## src/rtl/cpa_nibble_seq_pkg.sv

```systemverilog
// Shared constants and FSM state type for the nibble-serial carry-propagate adder.
// Imported by cpa4_slice and cpa_nibble_seq.
package cpa_pkg;

  localparam int unsigned NIB_W = 4;

  typedef enum logic [1:0] {
    IDLE = 2'd0,
    RUN  = 2'd1,
    DONE = 2'd2
  } state_e;

  // Nibble counter needs at least one bit even for a single-nibble datapath.
  function automatic int unsigned cnt_width(input int unsigned nib);
    return (nib > 1) ? $clog2(nib) : 1;
  endfunction

endpackage

```

## src/rtl/cpa_nibble_seq_if.sv

```systemverilog
// Operand/result handshake bundle for cpa_nibble_seq.
// CPA_SUB_EN adds the sub request and ovf result signals.
interface cpa_nibble_seq_if #(
  parameter int unsigned WIDTH = 16
);

  logic             in_valid;
  logic             in_ready;
  logic [WIDTH-1:0] a;
  logic [WIDTH-1:0] b;
  logic             c_in;
  logic             out_valid;
  logic             out_ready;
  logic [WIDTH-1:0] s;
  logic             c_out;
  logic             busy;
`ifdef CPA_SUB_EN
  logic             sub;
  logic             ovf;
`endif

`ifdef CPA_SUB_EN
  modport master (
    output in_valid, a, b, c_in, out_ready, sub,
    input  in_ready, out_valid, s, c_out, busy, ovf
  );

  modport slave (
    input  in_valid, a, b, c_in, out_ready, sub,
    output in_ready, out_valid, s, c_out, busy, ovf
  );
`else
  modport master (
    output in_valid, a, b, c_in, out_ready,
    input  in_ready, out_valid, s, c_out, busy
  );

  modport slave (
    input  in_valid, a, b, c_in, out_ready,
    output in_ready, out_valid, s, c_out, busy
  );
`endif

endinterface

```

## src/rtl/cpa_nibble_seq_slice.sv

```systemverilog
// Combinational 4-bit ripple-carry adder slice reused once per clock by the sequencer.
module cpa4_slice
  import cpa_pkg::*;
(
  input  logic [NIB_W-1:0] i_a,
  input  logic [NIB_W-1:0] i_b,
  input  logic             i_c,
  output logic [NIB_W-1:0] o_s,
  output logic             o_c
);

  logic w_rc;

  always_comb begin
    w_rc = i_c;
    o_s  = '0;
    for (int i = 0; i < NIB_W; i++) begin
      o_s[i] = i_a[i] ^ i_b[i] ^ w_rc;
      w_rc   = (i_a[i] & i_b[i]) | (w_rc & (i_a[i] ^ i_b[i]));
    end
    o_c = w_rc;
  end

endmodule

```

## src/rtl/cpa_nibble_seq.sv

```systemverilog
// Nibble-serial WIDTH-bit adder: one 4-bit slice, one nibble per clock, LSB nibble first.
// Define CPA_SUB_EN to add subtraction (sub) and signed overflow (ovf).
module cpa_nibble_seq
  import cpa_pkg::*;
#(
  parameter int unsigned WIDTH = 16
) (
  input logic             clk,
  input logic             rst,
  cpa_nibble_seq_if.slave io_bus
);

  localparam int unsigned NIB   = WIDTH / NIB_W;
  localparam int unsigned CNT_W = cnt_width(NIB);
  localparam logic [CNT_W-1:0] CNT_LAST = CNT_W'(NIB - 1);

  if (((WIDTH % NIB_W) != 0) || (WIDTH < NIB_W)) begin : g_bad_width
    $error("cpa_nibble_seq: WIDTH must be a multiple of 4 and >= 4");
  end

  state_e           r_state;
  logic [CNT_W-1:0] r_cnt;
  logic [WIDTH-1:0] r_a;
  logic [WIDTH-1:0] r_b;
  logic [WIDTH-1:0] r_acc;
  logic [WIDTH-1:0] r_s;
  logic             r_carry;
  logic             r_c_out;
  logic             r_out_valid;
  logic             r_busy;
  logic             r_in_ready;

  logic [NIB_W-1:0] w_nib;
  logic             w_nib_c;
  logic [WIDTH-1:0] w_acc_next;
  logic [WIDTH-1:0] w_b_cap;
  logic             w_c_cap;

  cpa4_slice u_slice (
    .i_a (r_a[NIB_W-1:0]),
    .i_b (r_b[NIB_W-1:0]),
    .i_c (r_carry),
    .o_s (w_nib),
    .o_c (w_nib_c)
  );

  // New sum nibble enters from the top so the LSB nibble ends up at the bottom.
  assign w_acc_next = WIDTH'({w_nib, r_acc} >> NIB_W);

`ifdef CPA_SUB_EN
  logic r_a_msb;
  logic r_b_msb;
  logic r_ovf;

  // a - b == a + ~b + 1; c_in has no meaning for a subtract.
  assign w_b_cap = io_bus.sub ? ~io_bus.b : io_bus.b;
  assign w_c_cap = io_bus.sub | io_bus.c_in;
  assign io_bus.ovf = r_ovf;
`else
  assign w_b_cap = io_bus.b;
  assign w_c_cap = io_bus.c_in;
`endif

  always_ff @(posedge clk or posedge rst) begin
    if (rst) begin
      r_state     <= IDLE;
      r_cnt       <= '0;
      r_a         <= '0;
      r_b         <= '0;
      r_acc       <= '0;
      r_s         <= '0;
      r_carry     <= 1'b0;
      r_c_out     <= 1'b0;
      r_out_valid <= 1'b0;
      r_busy      <= 1'b0;
      r_in_ready  <= 1'b1;
`ifdef CPA_SUB_EN
      r_a_msb     <= 1'b0;
      r_b_msb     <= 1'b0;
      r_ovf       <= 1'b0;
`endif
    end else begin
      unique case (r_state)
        IDLE: begin
          if (io_bus.in_valid) begin
            r_a        <= io_bus.a;
            r_b        <= w_b_cap;
            r_carry    <= w_c_cap;
            r_cnt      <= '0;
            r_in_ready <= 1'b0;
            r_busy     <= 1'b1;
            r_state    <= RUN;
`ifdef CPA_SUB_EN
            r_a_msb    <= io_bus.a[WIDTH-1];
            r_b_msb    <= w_b_cap[WIDTH-1];
`endif
          end
        end
        RUN: begin
          r_a     <= r_a >> NIB_W;
          r_b     <= r_b >> NIB_W;
          r_carry <= w_nib_c;
          r_acc   <= w_acc_next;
          r_cnt   <= r_cnt + 1'b1;
          if (r_cnt == CNT_LAST) begin
            r_s         <= w_acc_next;
            r_c_out     <= w_nib_c;
            r_out_valid <= 1'b1;
            r_state     <= DONE;
`ifdef CPA_SUB_EN
            r_ovf <= (r_a_msb == r_b_msb) && (w_acc_next[WIDTH-1] != r_a_msb);
`endif
          end
        end
        DONE: begin
          // Returning to IDLE only; new operands are taken on the next cycle.
          if (io_bus.out_ready) begin
            r_out_valid <= 1'b0;
            r_busy      <= 1'b0;
            r_in_ready  <= 1'b1;
            r_state     <= IDLE;
          end
        end
        default: begin
          r_state <= IDLE;
        end
      endcase
    end
  end

  assign io_bus.in_ready  = r_in_ready;
  assign io_bus.out_valid = r_out_valid;
  assign io_bus.s         = r_s;
  assign io_bus.c_out     = r_c_out;
  assign io_bus.busy      = r_busy;

endmodule

```

## src/flat_wrapper.sv

```systemverilog
// flat-port wrapper written by rule: the top's interface ports become plain ports
module cpa_nibble_seq_flat import cpa_pkg::*;
#(
  parameter int unsigned WIDTH = 16
)
  (clk, rst, io_bus_in_valid, io_bus_a, io_bus_b, io_bus_c_in, io_bus_out_ready, io_bus_in_ready, io_bus_out_valid, io_bus_s, io_bus_c_out, io_bus_busy);
  cpa_nibble_seq_if #(.WIDTH(WIDTH)) io_bus_i ();
  input logic clk;
  input logic rst;
  input wire logic [$bits(io_bus_i.in_valid)-1:0] io_bus_in_valid;
  input wire logic [$bits(io_bus_i.a)-1:0] io_bus_a;
  input wire logic [$bits(io_bus_i.b)-1:0] io_bus_b;
  input wire logic [$bits(io_bus_i.c_in)-1:0] io_bus_c_in;
  input wire logic [$bits(io_bus_i.out_ready)-1:0] io_bus_out_ready;
  output wire logic [$bits(io_bus_i.in_ready)-1:0] io_bus_in_ready;
  output wire logic [$bits(io_bus_i.out_valid)-1:0] io_bus_out_valid;
  output wire logic [$bits(io_bus_i.s)-1:0] io_bus_s;
  output wire logic [$bits(io_bus_i.c_out)-1:0] io_bus_c_out;
  output wire logic [$bits(io_bus_i.busy)-1:0] io_bus_busy;
  assign io_bus_i.in_valid = io_bus_in_valid;
  assign io_bus_i.a = io_bus_a;
  assign io_bus_i.b = io_bus_b;
  assign io_bus_i.c_in = io_bus_c_in;
  assign io_bus_i.out_ready = io_bus_out_ready;
  assign io_bus_in_ready = io_bus_i.in_ready;
  assign io_bus_out_valid = io_bus_i.out_valid;
  assign io_bus_s = io_bus_i.s;
  assign io_bus_c_out = io_bus_i.c_out;
  assign io_bus_busy = io_bus_i.busy;
  cpa_nibble_seq #(.WIDTH(WIDTH)) u_core (.clk(clk), .rst(rst), .io_bus(io_bus_i));
endmodule
```

## config.mk

```make
export PLATFORM = sky130hd
export DESIGN_NAME = cpa_nibble_seq_flat
export DESIGN_NICKNAME = d
export VERILOG_FILES = /design/src/rtl/cpa_nibble_seq_pkg.sv /design/src/rtl/cpa_nibble_seq_if.sv /design/src/rtl/cpa_nibble_seq_slice.sv /design/src/rtl/cpa_nibble_seq.sv /design/src/flat_wrapper.sv
export SDC_FILE = /design/constraint.sdc
export NUM_CORES = 1
export LEC_CHECK = 0
export CORE_MARGIN = 4
export CORE_UTILIZATION = 51
export DETAILED_ROUTE_END_ITERATION = 10
export PLACE_DENSITY = 0.84
export SLEW_MARGIN = 20
export SYNTH_ARGS = -nofsm -noshare
export SYNTH_HDL_FRONTEND = slang
export SYNTH_SLANG_ARGS = --single-unit
```

## constraint.sdc

```tcl
create_clock -name clk -period 2.76 [get_ports clk]
set_input_delay 0.552 -clock clk [delete_from_list [all_inputs] [get_ports clk]]
set_output_delay 0.552 -clock clk [all_outputs]
set_load 0.02 [all_outputs]
```

==> flow_metrics.tcl, run 1 <==
set metrics [dict create \
    tns_ps 0 \
    path_class "register to register" \
    hold_depth 2 \
    power.density_nw_per_um2 1210 \
    cts_tree "built" \
    final_common_cell "dfrtp_1" \
    clk_latency_ps 340 \
    holdPathEnd "u_core.r_acc[6]$_DFFE_PP0P_" \
    status "complete, no violations" \
    clk_pin_slew_ps 70 \
    startpoint_type "register" \
    p_switching_uw 1720 \
    postCtsHoldBufs 0 \
    pin_count 57 \
    leakage_uw 0.00166 \
    rr_startpoint "u_core.r_carry$_DFFE_PP0P_" \
    mostFrequentLayoutCells "68 x dfrtp_1, 56 x clkdlybuf4s50_1, 43 x nor2_1, 42 x nand2_1, 21 x o32ai_1" \
    placedCellCount 388 \
    firstDrtPassIters 4 \
    report.final.slew_viol_count 0 \
    worstHoldStart "u_core.r_acc[6]$_DFFE_PP0P_" \
    setup_viol 0 \
    crit_path_end_kind "register" \
    path_buf_inv 3 \
    layout.cells.non_filler 403 \
    start_util 0.531 \
    switching_share 0.379 \
    cpPeakStageDelay_ps 410 \
    synth_area_sq_um 2960 \
    yosysUniqueCellTypes 30 \
    yosysTopAreaCell "dfrtp_1" \
    fp.dieW_microns 84.2 \
    worst_pin_slew_ps 578 \
    drtIter0Drc 83 \
    required_ps 3010 \
    rsz0062_at_grt "false" \
    wl_per_cell_microns 15.2 \
    final.min_clock_period_ps 2220 \
    hold_viol 0 \
    ys_warn_count 0 \
    relSlewSlack 0.615 \
    crit-reg2reg-capture "u_core.r_acc[15]$_DFFE_PP0P_" \
    r2r_slack_ps 540 \
    r2r_cells 8 \
    rows 27 \
    synthesis.instances 274 \
    worstPathMaxFanout 2 \
    die_h_microns 84.2 \
    hpwl_microns 4100 \
    grt_max_degree 70 \
    cts_root_buf "clkbuf_8" \
    drive_above_1_share 0.0785 \
    syn-num-nets 316 \
    numPortBuffers 56 \
    cts_buffers 9 \
    combPwrFrac 0.427 \
    synth_ff_type "dfrtp_1" \
    crit_top_cell "fa_1" \
    via_per_inst 5.34 \
    grt_pass1_wl_microns 10000 \
    path_delay_family "adder cells" \
    h-tree-depth 3 \
    cts_setup_buffers 0 \
    track_usage 0.180 \
    drc 0 \
    die-area_sq_um 7080 \
    peakVddDrop_mv 0.516 \
    cp_cell_sequence "fa_1 > inv_1 > fa_1 > inv_1 > fa_1 > inv_1 > fa_1 > o21ai_0" \
    cp-startpoint "u_core.r_carry$_DFFE_PP0P_" \
    grt_pass1_vias 2205 \
    fmax_ghz 0.451 \
    clockBufferDepth 2 \
    crit_arrival_ps 2470 \
    seqPwrFrac 0.392 \
    ctsResizeCount 0 \
    path_depth 8 \
    synthArstFlopShare 1.00 \
    power.share.clock 0.181 \
    syn_to_final_growth_pct 26.5 \
    cap_violations 0 \
    utilization 0.671 \
    fin_skew_ps 3.69 \
    cp_slowest_cell "dfrtp_1" \
    final_antenna_net_count 0 \
    globalRoute.totalOverflow 0 \
    routed_wl_microns 6120 \
    core-area_sq_um 5570 \
    vias 2152 \
    grt_antenna_before_repair 0 \
    ys_seq_elements 69 \
    final_nets 369 \
    min_path_type "register to register" \
    synth_edf_count 0 \
    whs_ps 470 \
    synth_area_per_cell_sq_um 10.8 \
    period_share 0.803 \
    num_antenna_cells 0 \
    cts_sinks 69 \
    intPower_uw 2810 \
    placed_area_sq_um 3550 \
    yosysSeqAreaShare 0.584 \
    gp_congestion 0.799 \
    synthTopCellsByArea "dfrtp_1 58%, o32ai_1 6.2%, nor2_1 5.5%, nand2_1 5.3%, mux2_1 4.9%" \
    synth_top_area_share 0.575 \
    fin_area_sq_um 3740 \
]
## how the worst max path moves through the flow
| stage | to | slack (ps) |
|---|---|---|
| floorplan | u_core.io_bus.busy$_DFFE_PP0P_ | 470 |
| global placement | u_core.io_bus.s[15]$_DFFE_PP0P_ | 630 |
| detailed placement | u_core.r_acc[15]$_DFFE_PP0P_ | 550 |
| CTS | u_core.r_acc[15]$_DFFE_PP0P_ | 530 |
| global route | u_core.r_acc[15]$_DFFE_PP0P_ | 420 |
| finish | u_core.r_acc[15]$_DFFE_PP0P_ | 540 |
## kinds of logic (layout without fill, tap and decap cells)
| family | count (synthesis) | in the layout | synth area share |
|---|---|---|---|
| adder cells (fa/ha/maj) | 5 | 5 | 0.0313 |
| AO/OA/AOI/OAI | 59 | 59 | 0.144 |
| flip-flops | 69 | 69 | 0.584 |
| buffers and inverters | 30 | 87 | 0.0512 |
| multiplexers | 14 | 14 | 0.0533 |
| AND/OR/NAND/NOR | 97 | 97 | 0.136 |
## metal layers
metal | track usage | part of all wire | vias to the layer above
li1 | - | - | 1041
met1 | 0.224 | 0.44 | 1047
met2 | 0.300 | 0.50 | 55
met3 | 0.0393 | 0.046 | 9
met4 | 0.0833 | 0.014 | 0
met5 | 0 | 0 | -
## stage by stage
step / power, uW / setup slack, ps
after detailed placement: 3740 / 551
final: 4530 / 544
after global routing: 4860 / 423
after floorplan: 3130 / 470
after CTS: 4570 / 530
after global placement: 3620 / 635
## flip-flops by register name, indices dropped and copies added (netlist names)
signal                   cells
u_core.r_acc                12
u_core.io_bus.in_ready       1
u_core.r_state               2
u_core.io_bus.c_out          1
u_core.io_bus.busy           1
u_core.r_b                  16
u_core.r_carry               1
u_core.r_cnt                 2
u_core.io_bus.out_valid      1
u_core.r_a                  16
u_core.io_bus.s             16
## cell usage after synthesis, drive strengths merged (2+ instances only)
cell type / instances
dfrtp: 68
nor2: 43
nand2: 42
o32ai: 21
o21ai: 18
buf: 17
mux2: 14
inv: 11
a21oi: 9
a211oi: 4
fa: 4
nand2b: 4
nor3: 4
a32o: 3
clkbuf: 2
nor2b: 2
## cell type report
class,instances,area [sq um]
Fill cell,438,1830
Sequential cell,69,1730
Multi-Input combinational cell,175,1080
Timing Repair Buffer,61,611
Clock buffer,14,163
Tap cell,72,90.1
Inverter,11,41.3
Clock inverter,1,30.0
## power groups by stage
stage | Combinational [uW] | Sequential [uW] | Clock [uW]
after detailed placement | 1940 | 1790 | 0
after CTS | 1970 | 1780 | 826
final | 1940 | 1780 | 818
after global routing | 2160 | 1830 | 870
after floorplan | 1270 | 1860 | 0
after global placement | 1860 | 1760 | 0
## worst register-to-register path: cells and delay by family, from the launching register on
kind | cells | cell delay [ps]
AO/OA/AOI/OAI | 1 | 180
adder cells (fa/ha/maj) | 4 | 1340
buffers and inverters | 3 | 200
flip-flops | 1 | 410
(Power assumes the default switching activity.)
==> run 2: changes to the inputs <==
==> constraint.sdc (replaced) <==
create_clock -name clk -period 2.1 [get_ports clk]
set_input_delay 0.42 -clock clk [delete_from_list [all_inputs] [get_ports clk]]
set_output_delay 0.42 -clock clk [all_outputs]
set_load 0.02 [all_outputs]
==> run 2 against run 1 <==
Compared with the run above: via count up 2.0%; cell area up 1.9%; critical path depth unchanged; sequential cell count unchanged; final cell count up 1.5%; critical path type unchanged; largest power group unchanged.
==> flow_metrics.tcl, run 2 (synthesized netlist as in run 1, its figures left out) <==
set metrics [dict create \
    status "complete, no violations" \
    mostFrequentLayoutCells "68 x dfrtp_1, 56 x clkdlybuf4s50_1, 43 x nor2_1, 42 x nand2_1, 21 x o32ai_1" \
    hold_viol 0 \
    routed_wl_microns 6190 \
    clk_pin_slew_ps 70 \
    wl_per_cell_microns 15.1 \
    via_per_inst 5.36 \
    cp_slowest_cell "fa_1" \
    grt_pass1_wl_microns 10600 \
    final_nets 374 \
    cp_cell_sequence "fa_2 > inv_2 > fa_2 > inv_2 > fa_2 > inv_2 > fa_1 > o21ai_1" \
    firstDrtPassIters 4 \
    grt_antenna_before_repair 0 \
    h-tree-depth 3 \
    setup_viol 0 \
    rr_startpoint "u_core.r_a[0]$_DFFE_PP0P_" \
    rsz0062_at_grt "true" \
    final_common_cell "dfrtp_1" \
    holdPathEnd "u_core.r_acc[7]$_DFFE_PP0P_" \
    gp_congestion 0.812 \
    power.total_uw 6100 \
    peakVddDrop_mv 0.816 \
    drive_above_1_share 0.125 \
    pin_count 57 \
    final.min_clock_period_ps 2100 \
    cts_buffers 9 \
    cts_sinks 69 \
    cpPeakStageDelay_ps 420 \
    clockBufferDepth 2 \
    cts_root_buf "clkbuf_8" \
    clk_latency_ps 330 \
    worst_pin_slew_ps 493 \
    layout.cells.non_filler 409 \
    r2r_cells 8 \
    worstHoldStart "u_core.r_acc[7]$_DFFE_PP0P_" \
    num_antenna_cells 0 \
    grt_pass1_vias 2329 \
    hpwl_microns 4340 \
    vias 2194 \
    path_class "register to register" \
    fin_skew_ps 4.28 \
    numPortBuffers 56 \
    track_usage 0.190 \
    grt_max_degree 70 \
    die-area_sq_um 7080 \
    leakage_uw 0.00169 \
    relSlewSlack 0.671 \
    final_antenna_net_count 0 \
    hold_depth 2 \
    period_share 0.999 \
    core-area_sq_um 5570 \
    crit-reg2reg-capture "u_core.io_bus.s[15]$_DFFE_PP0P_" \
    power.density_nw_per_um2 1600 \
    pre_cts_slack_ps -97.3 \
    globalRoute.totalOverflow 0 \
    drtIter0Drc 74 \
    fp.dieW_microns 84.2 \
    drc 0 \
    startpoint_type "register" \
    utilization 0.684 \
    start_util 0.531 \
    die_h_microns 84.2 \
    postCtsHoldBufs 0 \
    cts_setup_buffers 0 \
    crit_arrival_ps 2360 \
    report.final.slew_viol_count 0 \
    crit_path_end_kind "register" \
    min_path_type "register to register" \
    worstPathMaxFanout 2 \
    fmax_ghz 0.477 \
    cts_tree "built" \
    required_ps 2360 \
    setup_slack_ps 2.65 \
    syn_to_final_growth_pct 28.9 \
    rows 27 \
    placedCellCount 393 \
    whs_ps 479 \
    r2r_slack_ps 3 \
    cap_violations 0 \
]
## run 2: worst max-delay path by stage
stage	startpoint	to	slack [ps]	cells past startpoint
after floorplan	u_core.r_carry$_DFFE_PP0P_	u_core.io_bus.s[15]$_DFFE_PP0P_	20	8
after detailed placement	u_core.r_carry$_DFFE_PP0P_	u_core.io_bus.s[15]$_DFFE_PP0P_	-100	8
after global routing	u_core.r_a[0]$_DFFE_PP0P_	u_core.io_bus.s[15]$_DFFE_PP0P_	-100	8
final	u_core.r_a[0]$_DFFE_PP0P_	u_core.io_bus.s[15]$_DFFE_PP0P_	3	8
after CTS	u_core.r_a[0]$_DFFE_PP0P_	u_core.io_bus.s[15]$_DFFE_PP0P_	2	8
after global placement	u_core.r_carry$_DFFE_PP0P_	u_core.io_bus.s[15]$_DFFE_PP0P_	-20	8
## run 2: critical path: cells and delay by family, from the launching register on
family	cells	cell delay [ps]
flops	1	410
fa+ha+maj	4	1330
compound gates	1	130
buf+inv	3	160
## run 2: repair_timing
| item | 4_1_cts | 5_1_grt |
|---|---|---|
| endpoints found under the setup margin | 2 | 3 |
| pin swaps | 4 | 0 |
| resized for setup | 8 | 1 |
## run 2: final cells by class
type                       count  area, sq um
fill                         430         1760
sequential                    69         1730
multi-input combinational    175         1090
timing repair buffer          66          648
clock buffer                  12          165
tap                           72         90.1
clock inverter                 4         45.0
inverter                      11         45.0
## run 2: layer usage
layer | vias up | global-route usage | share of wire
met4 | 0 | 0.0819 | 0.015
li1 | 1061 | - | -
met1 | 1059 | 0.225 | 0.42
met5 | - | 0 | 0
met3 | 10 | 0.0432 | 0.055
met2 | 64 | 0.331 | 0.51
## run 2: metrics by stage
| step | instance area [sq um] | setup TNS (ps) |
|---|---|---|
| floorplan | 2960 | 0 |
| global placement | 3590 | -42.8 |
| CTS | 3810 | 0 |
| finish | 3810 | 0 |
| detailed placement | 3590 | -184 |
| global route | 3810 | -192 |
## run 2: power by group
group | internal (uW) | switching [uW]
Sequential | 1960 | 403
Clock | 640 | 465
Combinational | 1210 | 1420
Total | 3810 | 2290
